$ cat config.mk
export PLATFORM = sky130hd
export DESIGN_NAME = esp32_prog_bridge
export DESIGN_NICKNAME = d
export VERILOG_FILES = /design/src/rtl/esp32_prog_bridge.sv
export SDC_FILE = /design/constraint.sdc
export NUM_CORES = 1
export LEC_CHECK = 0
export CORE_UTILIZATION = 59
export DETAILED_ROUTE_END_ITERATION = 10
export PLACE_DENSITY = 0.85
export SLEW_MARGIN = 0
export SYNTH_ARGS = -nofsm -noshare
export SYNTH_HDL_FRONTEND = slang
export SYNTH_SLANG_ARGS = --single-unit
$ cat constraint.sdc
create_clock -name clk_25MHz -period 3.9 [get_ports clk_25MHz]
set_clock_uncertainty 0.15 [all_clocks]
set_input_delay 0.585 -clock clk_25MHz [delete_from_list [all_inputs] [get_ports clk_25MHz]]
set_output_delay 0.585 -clock clk_25MHz [all_outputs]
set_load 0.005 [all_outputs]
$ cat src/rtl/esp32_prog_bridge.sv
// FTDI <-> ESP32 programming bridge for ULX3S: UART passthru,
// filtered DTR/RTS decode, strap-hold FSM and button readback SPI.
module esp32_prog_bridge #(
  parameter int C_FILTER     = 4,
  parameter int C_HOLD_BITS  = 17,
  parameter int C_BTN_WIDTH  = 7,
  parameter int C_SPI_WIDTH  = 8,
  parameter int C_SHIFT_EDGE = 0
) (
  input  logic                   clk_25MHz,
  input  logic                   rstn,
  input  logic                   ftdi_txd,
  output logic                   ftdi_rxd,
  input  logic                   wifi_txd,
  output logic                   wifi_rxd,
  input  logic                   ftdi_ndtr,
  input  logic                   ftdi_nrts,
  input  logic [C_BTN_WIDTH-1:0] btn,
  output logic                   wifi_en,
  output logic                   wifi_gpio0,
  output logic                   strap_oe,
  output logic                   strap_val,
  input  logic                   spi_csn,
  input  logic                   spi_sclk,
  output logic                   spi_miso,
  output logic                   spi_miso_oe,
  output logic                   prog_active
);

  localparam logic [0:0] S_IDLE = 1'b0;
  localparam logic [0:0] S_HOLD = 1'b1;

  localparam logic [7:0] FLT_LAST = 8'(C_FILTER - 1);
  localparam logic [7:0] FLT_ONE  = 8'd1;

  localparam logic [C_HOLD_BITS-1:0] HOLD_LAST = '1;
  localparam logic [C_HOLD_BITS-1:0] HOLD_ONE  = 1;

  localparam int W = C_SPI_WIDTH;

  assign ftdi_rxd = wifi_txd;
  assign wifi_rxd = ftdi_txd;

  logic [1:0] pin_m;
  logic [1:0] pin_s;
  logic [1:0] flt;
  logic [7:0] flt_cnt;
  logic [1:0] dec;
  logic [1:0] dec_q;
  logic       trig;

  always_ff @(posedge clk_25MHz or negedge rstn) begin
    if (!rstn) begin
      pin_m <= 2'b11;
      pin_s <= 2'b11;
    end else begin
      pin_m <= {ftdi_ndtr, ftdi_nrts};
      pin_s <= pin_m;
    end
  end

  // A change is accepted only after C_FILTER unbroken cycles of disagreement
  always_ff @(posedge clk_25MHz or negedge rstn) begin
    if (!rstn) begin
      flt     <= 2'b11;
      flt_cnt <= 8'd0;
    end else if (pin_s == flt) begin
      flt_cnt <= 8'd0;
    end else if (flt_cnt == FLT_LAST) begin
      flt     <= pin_s;
      flt_cnt <= 8'd0;
    end else begin
      flt_cnt <= flt_cnt + FLT_ONE;
    end
  end

  always_comb begin
    dec = 2'b11;
    unique case (1'b1)
      (flt == 2'b10): dec = 2'b01;
      (flt == 2'b01): dec = 2'b10;
      default:        dec = 2'b11;
    endcase
  end

  assign trig = (dec_q == 2'b11) && (dec == 2'b01);

  always_ff @(posedge clk_25MHz or negedge rstn) begin
    if (!rstn) begin
      dec_q      <= 2'b11;
      wifi_en    <= 1'b1;
      wifi_gpio0 <= 1'b1;
    end else begin
      dec_q      <= dec;
      wifi_en    <= dec[1];
      wifi_gpio0 <= dec[0] & btn[0];
    end
  end

  logic [0:0]             state;
  logic [0:0]             state_n;
  logic [C_HOLD_BITS-1:0] hold_cnt;
  logic [C_HOLD_BITS-1:0] hold_cnt_n;

  always_comb begin
    state_n    = state;
    hold_cnt_n = hold_cnt;
    unique case (state)
      S_IDLE: begin
        if (trig) begin
          state_n    = S_HOLD;
          hold_cnt_n = '0;
        end
      end
      S_HOLD: begin
        if (trig) begin
          hold_cnt_n = '0;
        end else if (hold_cnt == HOLD_LAST) begin
          state_n    = S_IDLE;
          hold_cnt_n = '0;
        end else begin
          hold_cnt_n = hold_cnt + HOLD_ONE;
        end
      end
      default: begin
        state_n    = S_IDLE;
        hold_cnt_n = '0;
      end
    endcase
  end

  always_ff @(posedge clk_25MHz or negedge rstn) begin
    if (!rstn) begin
      state       <= S_IDLE;
      hold_cnt    <= '0;
      strap_oe    <= 1'b0;
      strap_val   <= 1'b0;
      prog_active <= 1'b0;
    end else begin
      state       <= state_n;
      hold_cnt    <= hold_cnt_n;
      strap_oe    <= (state_n == S_HOLD);
      strap_val   <= (state_n == S_HOLD) & dec[0];
      prog_active <= (state_n == S_HOLD);
    end
  end

  logic         csn_m;
  logic         csn_s;
  logic         sclk_m;
  logic         sclk_s;
  logic         sclk_q;
  logic         act;
  logic [W-1:0] load;
  logic [W-1:0] shreg;

  always_ff @(posedge clk_25MHz or negedge rstn) begin
    if (!rstn) begin
      csn_m  <= 1'b1;
      csn_s  <= 1'b1;
      sclk_m <= 1'b0;
      sclk_s <= 1'b0;
      sclk_q <= 1'b0;
    end else begin
      csn_m  <= spi_csn;
      csn_s  <= csn_m;
      sclk_m <= spi_sclk;
      sclk_s <= sclk_m;
      sclk_q <= sclk_s;
    end
  end

  assign act = (C_SHIFT_EDGE != 0) ? (sclk_q & ~sclk_s)
                                   : (sclk_s & ~sclk_q);

  always_comb begin
    load = '0;
    load[C_BTN_WIDTH-1:0] = btn;
  end

  // Rotating (not shifting) lets the master re-read past W edges
  always_ff @(posedge clk_25MHz or negedge rstn) begin
    if (!rstn) begin
      shreg <= '0;
    end else if (csn_s) begin
      shreg <= load;
    end else if (act) begin
      shreg <= {shreg[W-2:0], shreg[W-1]};
    end
  end

  assign spi_miso    = shreg[W-1];
  assign spi_miso_oe = ~csn_s;

endmodule
Yosys cells after proc, flatten, opt, wreduce, memory -nomap -nowiden
Cells that the tools add are included.
Widths: inputs -> output; s select.
{"block": "totals", "register_bits": 50, "elab_cells": 49, "input_bits": 15}
{"block": "op_classes", "n_mux": 13, "addsub": 2, "eq_ne": 8, "reduce_logical": 3, "n_bitwise": 7}
{"operator": "$mux 17", "count": 3}
{"operator": "$pmux 17 s2", "count": 1}
{"operator": "$mux 8", "count": 4}
{"operator": "$add 17x1->17 const B", "count": 1}
{"operator": "$eq 17x17->1 const B", "count": 1}
{"operator": "$add 8x1->8 const B", "count": 1}
{"operator": "$eq 8x2->1 const B", "count": 1}
{"operator": "$eq 2x1->1 const B", "count": 2}
{"operator": "$eq 2x2->1 const B", "count": 2}
{"operator": "$not 1->1", "count": 4}
{"operator": "$pmux 2 s2", "count": 1}
{"operator": "$and 1x1->1", "count": 3}
{"operator": "$mux 1", "count": 3}
{"operator": "$eq 2x2->1", "count": 1}
{"operator": "$ne 2x2->1 const B", "count": 1}
{"operator": "$pmux 1 s2", "count": 1}
{"operator": "$reduce_and 2->1", "count": 1}
{"operator": "$reduce_bool 2->1", "count": 1}
{"operator": "$logic_and 1x1->1", "count": 1}

Logic depth before layout (Yosys ltp)
Gate-level depths: netlist of the first run.
{"block": "depth", "depth_word": 7, "ltp_mapped": 10, "ltp_nobuf": 9}

Least setup slack after synthesis of the first run
OpenSTA, ideal clock, no wires.
{"block": "synth_timing", "path_kind": "register -> register", "from": "register hold_cnt[0]", "to": "register hold_cnt[10]", "arrival_ns": 2.290, "synth_period_minus_slack_ns": 2.508, "t_required_ns": 3.681, "stages_incl_launch_ff": 10, "setup_slack_ns": 1.392, "path_cell_list": "dfrtp_1 ha_1 and3_2 nand4_2 nor4_1 ha_1 nand2b_2 or2_4 or4_1 nand3_1"}
{"block": "synth_between", "elab_chain_cells": 4, "elab_cells_between_ends": 5, "classes_between": "add/sub (1); eq/ne (1); mux (3)"}
{"item": "from (decl)", "line": "102", "text": "logic [C_HOLD_BITS-1:0] hold_cnt;"}
{"item": "from (signal assigned)", "line": "141", "text": "hold_cnt <= hold_cnt_n;"}
{"item": "$add 17x1->17 / $eq 17x17->1 (equally long branches)", "line": "122, 118"}
{"item": "$mux 17 *", "line": "118", "text": "end else if (hold_cnt == HOLD_LAST) begin"}
{"item": "$mux 17 *", "line": "116", "text": "if (trig) begin"}
{"item": "$pmux 17 s2 *", "line": "108", "text": "unique case (state)"}
Mark *: on every way between the ends. The rest lies on a longest branch, timed or not.
A chain may end at the register's enable or synchronous reset.

Worst setup path in the final report of the first run
Same ends and word-level chain as after synthesis.

==> results of run 1 <==
## kinds of logic (layout without fill, tap and decap cells)
kind of cell    count (synthesis)  count (layout)  synth area share (%)
flops                          49              49                  56.2
fa+ha+maj                       3               3                  1.70
mux                            12              12                  5.56
xor+xnor                        8               8                  3.18
compound gates                 37              37                  10.0
buf+inv                        12              31                  2.89
simple gates                   81              81                  20.4
## metrics by stage
stage               hold WS, ns  cell area [um^2]
floorplan                 0.139              2200
global placement          0.183              2400
detailed placement        0.193              2400
CTS                       0.208              2490
global route              0.215              2490
finish                    0.203              2490
## worst paths after layout
check	end	slack [ns]	cells after the start
worst max-delay path	hold_cnt[10]	1.23	9
worst min-delay path	pin_s[0]	0.20	0
worst max register to register	hold_cnt[10]	1.23	9
worst min register to register	pin_s[0]	0.20	0
max in group asynchronous	hold_cnt[0]	2.63	1
min in group asynchronous	shreg[4]	0.32	1
## cell usage in the layout (no fill, tap or decap), types with 2 or more instances in the layout
cell type,Yosys,layout
dfstp_2,11,11
xor2_1,6,6
and3_1,3,3
o211ai_1,4,4
ha_1,3,3
nand2b_1,3,3
and2_1,3,3
dfrtp_1,38,38
nand3_1,12,12
clkdlybuf4s50_1,0,18
a21oi_1,4,4
nand4_1,3,3
or4_1,3,3
clkinvlp_4,0,2
a31oi_1,4,4
mux2_2,2,2
nor4_1,3,3
nand2_1,21,21
nor2_1,12,12
o21ai_0,18,18
nor3_1,3,3
xnor2_1,2,2
mux2i_1,10,10
inv_1,4,4
clkbuf_8,0,5
or3_1,3,3
## layer usage
layer | track usage (%) | part of all wire [%]
met1 | 28.3 | 44
met2 | 39.5 | 50
met3 | 4.89 | 4.7
met4 | 7.56 | 1.2
met5 | 0 | 0
## sequential cells by signal, indices dropped and copies added, names as in the netlist
signal,cells
csn_m,1
csn_s,1
state,1
dec_q,2
sclk_m,1
shreg,8
hold_cnt,17
sclk_s,1
flt,2
flt_cnt,8
pin_s,2
sclk_q,1
pin_m,2
wifi_gpio0,1
strap_val,1
## power groups by stage
stage | Sequential (mW) | Combinational (mW) | Clock [mW]
2_1_floorplan | 0.676 | 0.237 | 0
3_5_place_dp | 0.695 | 0.326 | 0
5_1_grt | 0.699 | 0.370 | 0.315
6_report | 0.686 | 0.323 | 0.287
4_1_cts | 0.686 | 0.327 | 0.298
3_3_place_gp | 0.686 | 0.306 | 0
## cell type report
class	instances	area share (%)
well taps	46	2.32
inverters	4	0.604
multi-input cells	141	36.2
flip-flops and latches	49	49.9
clock buffers	6	2.92
repair buffers	19	7.45
clock inverters	2	0.604
==> impl_metrics.json, run 1 <==
{
  "grt_usage_pct": 22.9,
  "antenna_cells": 0,
  "fmax_mhz": 375,
  "yosys-top-cells-area": "dfrtp_1 (43%), dfstp_2 (13%), mux2i_1 (4.5%)",
  "utilization_pct": 71.7,
  "setup_tns_ns": 0,
  "finalWorstSetupSlack_ns": 1.23,
  "antenna_found_initial": 0,
  "cpMostUsedCell": "ha_1",
  "cts_tree": "yes",
  "ys.flop_type": "dfrtp_1",
  "nets": 238,
  "internal_power_uw": 891,
  "grt_pass1_wl_um": 7100,
  "hold_viol_final": 0,
  "grt_max_degree": 50,
  "worst-path-max-fanout": 9,
  "netSwitchingPower_uw": 406,
  "synth.distinct_cells": 45,
  "path_clk_slew_ns": 0.09,
  "netSwitchingFraction_pct": 31.3,
  "cts_sinks": 49,
  "grt_setup_unrepaired": "false",
  "clockBufferDepth": 2,
  "tightest_slew_ns": 1.05,
  "slowest_delay_ns": 0.46,
  "syn_nets": 220,
  "fp.dieH_um": 63.1,
  "dp_slack_ns": 1.25,
  "ant_nets": 0,
  "yosys.area.top_type": "dfrtp_1",
  "drive_gt1_share_pct": 12.7,
  "cts_resized": 0,
  "finalCriticalPeriod_ns": 2.67,
  "regArea_um2": 1240,
  "core-area_um2": 3470,
  "syn_inst": 202,
  "syn-cell-area_um2": 2200,
  "start_util_pct": 63.6,
  "vdd_drop_max_v": 0.000295,
  "cap_violations": 0,
  "io_pins": 24,
  "die-width_um": 63.1,
  "drtIter0Drc": 195,
  "die_area_um2": 3990,
  "fill_cells": 257,
  "ys_warn_count": 0,
  "async_flop_share_pct": 100,
  "hp-class": "flip-flop to flip-flop",
  "synth.most_common_cell": "dfrtp_1",
  "multi_input_comb_area_um2": 901,
  "row_count": 21,
  "wl_per_cell_um": 14.8,
  "power_mw": 1.30,
  "drc": 0,
  "seq_area_frac_synth_pct": 56.2,
  "synth-seq-cells": 49,
  "drv_slew": 0,
  "cp_data_required_time_ns": 3.99,
  "grt_pass1_vias": 1577,
  "cts_htree_levels": 2,
  "numCtsBuffers": 5,
  "slowest_stage": "or4_1",
  "cts_hold_buf": 0,
  "area_growth_pct": 12.8,
  "path_buf_inv": 0,
  "outcome": "complete, no violations",
  "p_comb_share_pct": 24.9,
  "vias_per_cell": 5.85,
  "post-cts-setup-buffers": 0,
  "dr.pass1.iters": 4,
  "synth_edf_count": 0,
  "cp-end-kind": "flip-flop",
  "critPathKind": "flip-flop to flip-flop",
  "p_leak_nw": 1.05,
  "synth_commonest_cells": "dfrtp_1 (38), nand2_1 (21), o21ai_0 (18)",
  "slew-limit-headroom_pct": 30.3,
  "pwr-share-seq_pct": 52.9,
  "crit_family": "simple AND/OR/NAND/NOR gates",
  "holdCritStartpoint": "pin_m[0]",
  "setup_viol": 0,
  "crit_path_start_kind": "flip-flop",
  "clockRootBuffer": "clkbuf_8",
  "drt_wl_total_um": 3950,
  "cp_cell_sequence": "ha_1 > and3_2 > nand4_2 > nor4_1 > ha_1 > nand2b_2 > or2_4 > or4_1 > nand3_1",
  "arrival_ns": 2.76,
  "post-place-cells": 259,
  "powerDensity_nw_per_um2": 522,
  "hpwl_um": 2720,
  "final.period_utilization_pct": 68.4,
  "instances_no_fill": 267,
  "vias": 1562,
  "overflow": 0,
  "clk_latency_ns": 0.30,
  "pwr-share-clk_pct": 22.1,
  "worstReg2RegStart": "hold_cnt[0]",
  "syn_area_per_cell_um2": 10.9,
  "yosys.area.top_type_share_pct": 43.1,
  "port_buffers": 19,
  "place_congestion": 0.816,
  "crit_path_start": "hold_cnt[0]"
}
(Power assumes the default switching activity.)
==> run 2: changes to the inputs <==
--- a/config.mk
+++ b/config.mk
@@ -5,9 +5,9 @@
 export SDC_FILE = /design/constraint.sdc
 export NUM_CORES = 1
 export LEC_CHECK = 0
-export CORE_UTILIZATION = 59
+export CORE_UTILIZATION = 50
 export DETAILED_ROUTE_END_ITERATION = 10
-export PLACE_DENSITY = 0.85
+export PLACE_DENSITY = 0.77
 export SLEW_MARGIN = 0
 export SYNTH_ARGS = -nofsm -noshare
 export SYNTH_HDL_FRONTEND = slang
==> constraint.sdc (replaced) <==
create_clock -name clk_25MHz -period 2.2 [get_ports clk_25MHz]
set_clock_uncertainty 0.15 [all_clocks]
set_input_delay 0.33 -clock clk_25MHz [delete_from_list [all_inputs] [get_ports clk_25MHz]]
set_output_delay 0.33 -clock clk_25MHz [all_outputs]
set_load 0.005 [all_outputs]
==> impl_metrics.json, run 2 (synthesized netlist as in run 1, its figures left out) <==
{
  "outcome": "complete, no violations",
  "wl_per_cell_um": 13.2,
  "finalWorstSetupSlack_ns": 0.00446,
  "finalCriticalPeriod_ns": 2.20,
  "grt_pass1_wl_um": 6450,
  "cpMostUsedCell": "ha_2",
  "clockRootBuffer": "clkbuf_8",
  "vdd_drop_max_v": 0.000562,
  "hold_end": "sclk_s",
  "holdPathStages": 0,
  "regMostFlops": "hold_cnt",
  "die_area_um2": 4680,
  "slowest_delay_ns": 0.42,
  "reg2reg_slack_ns": 0.004,
  "grt_setup_unrepaired": "true",
  "tightest_slew_ns": 0.572,
  "cp_cell_sequence": "ha_2 > and3_4 > nand4_4 > nor4_4 > ha_2 > nand2b_4 > or2_4 > or4_4 > nand3_2",
  "io_pins": 24,
  "drt_wl_total_um": 3830,
  "start_util_pct": 53.6,
  "overflow": 0,
  "clk_latency_ns": 0.30,
  "hp-class": "flip-flop to flip-flop",
  "row_count": 23,
  "hold_viol_final": 0,
  "vias": 1599,
  "critPathKind": "flip-flop to flip-flop",
  "worstReg2RegStart": "hold_cnt[0]",
  "instances_no_fill": 289,
  "reg2regPathDepth": 9,
  "grt_pass1_vias": 1513,
  "antenna_found_initial": 0,
  "holdCritStartpoint": "sclk_m",
  "largestRegisters": "hold_cnt (17), flt_cnt (8), shreg (8)",
  "cap_violations": 0,
  "fp.dieH_um": 68.4,
  "setup_viol": 0,
  "hpwl_um": 2720,
  "arrival_ns": 2.28,
  "slew-limit-headroom_pct": 61.6,
  "cts_tree": "yes",
  "port_buffers": 19,
  "clockBufferDepth": 2,
  "drc": 0,
  "drtIter0Drc": 114,
  "post-place-cells": 275,
  "final_common_cell": "dfrtp_1",
  "vias_per_cell": 5.53,
  "ant_nets": 0,
  "worst-path-max-fanout": 7,
  "fmax_mhz": 455,
  "numCtsBuffers": 5,
  "p_leak_nw": 1.18,
  "cts_htree_levels": 2,
  "cp-end-kind": "flip-flop",
  "powerDensity_nw_per_um2": 894,
  "drv_slew": 0,
  "slowest_stage": "or4_4",
  "dr.pass1.iters": 4,
  "path_clk_slew_ns": 0.09,
  "antenna_cells": 0,
  "cp_data_required_time_ns": 2.29,
  "grt_usage_pct": 19.1,
  "nets": 256,
  "cts_sinks": 49,
  "dp_slack_ns": -0.0218,
  "drive_gt1_share_pct": 21.8,
  "r2r-end": "hold_cnt[12]",
  "largest_register_ffs": 17,
  "final_cell_mix": "dfrtp_1 (38), nand2_1 (21), clkdlybuf4s50_1 (18)",
  "final.period_utilization_pct": 99.8,
  "die-width_um": 68.4,
  "core-area_um2": 4120,
  "grt_max_degree": 27,
  "area_growth_pct": 22.5,
  "crit_path_start_kind": "flip-flop",
  "place_congestion": 0.806
}
run 2: worst max-delay path by stage:
stage	from	to	slack [ns]	depth (start not counted)
final	hold_cnt[0]	hold_cnt[12]	0.004	9
after global routing	hold_cnt[0]	hold_cnt[12]	-0.08	9
after CTS	hold_cnt[1]	hold_cnt[12]	0.007	9
after detailed placement	hold_cnt[1]	hold_cnt[12]	-0.02	9
after global placement	hold_cnt[1]	hold_cnt[10]	0.04	9
after floorplan	hold_cnt[1]	hold_cnt[10]	-0.007	9
run 2: final cells by class:
class / instances / area [um^2]
Clock inverter: 2 / 17.5
Fill cell: 322 / 1410
Inverter: 4 / 15.0
Tap cell: 50 / 62.6
Clock buffer: 6 / 82.6
Sequential cell: 49 / 1240
Timing Repair Buffer: 36 / 328
Multi-Input combinational cell: 142 / 956
run 2: what timing repair did:
item / CTS / global route
setup buffers: 2 / 2
hold buffers: 1 / 0
gates cloned: 0 / 1
resized for setup: 0 / 7
hold endpoints to repair: 14 / 0
pin swaps: 2 / 1
setup endpoints to repair: 3 / 16
run 2: power breakdown:
group          total, mW  leakage [nW]  internal, mW  switching, mW
Sequential          1.21         0.608          1.08          0.124
Combinational      0.658         0.523         0.328          0.330
Clock              0.549        0.0518         0.261          0.288
run 2: critical path, delay by kind of cell (launching register included):
kind	cells	cell delay, ns
adder cells (fa/ha/maj)	2	0.35
flip-flops	1	0.39
AND/OR/NAND/NOR	7	1.24
run 2: layer usage:
| metal | GRT usage (%) | vias to the layer above | share of wire [%] |
|---|---|---|---|
| li1 | - | 796 | - |
| met1 | 24.2 | 779 | 47 |
| met2 | 30.9 | 20 | 49 |
| met3 | 6.17 | 4 | 2.6 |
| met4 | 5.99 | 0 | 1.1 |
| met5 | 0 | - | 0 |
run 2: per-stage QoR:
| stage | cell area (um^2) | hold slack [ns] | power (mW) | util, % | setup TNS (ns) |
|---|---|---|---|---|---|
| 3_5_place_dp | 2530 | 0.182 | 1.84 | 61.6 | -0.0342 |
| 5_1_grt | 2700 | 0.213 | 2.58 | 65.6 | -0.250 |
| 2_1_floorplan | 2230 | -0.116 | 1.63 | - | -0.00731 |
| 4_1_cts | 2660 | 0.212 | 2.42 | 64.6 | 0 |
| 3_3_place_gp | 2530 | 0.183 | 1.82 | 61.6 | 0 |
| 6_report | 2700 | 0.208 | 2.42 | 65.6 | 0 |
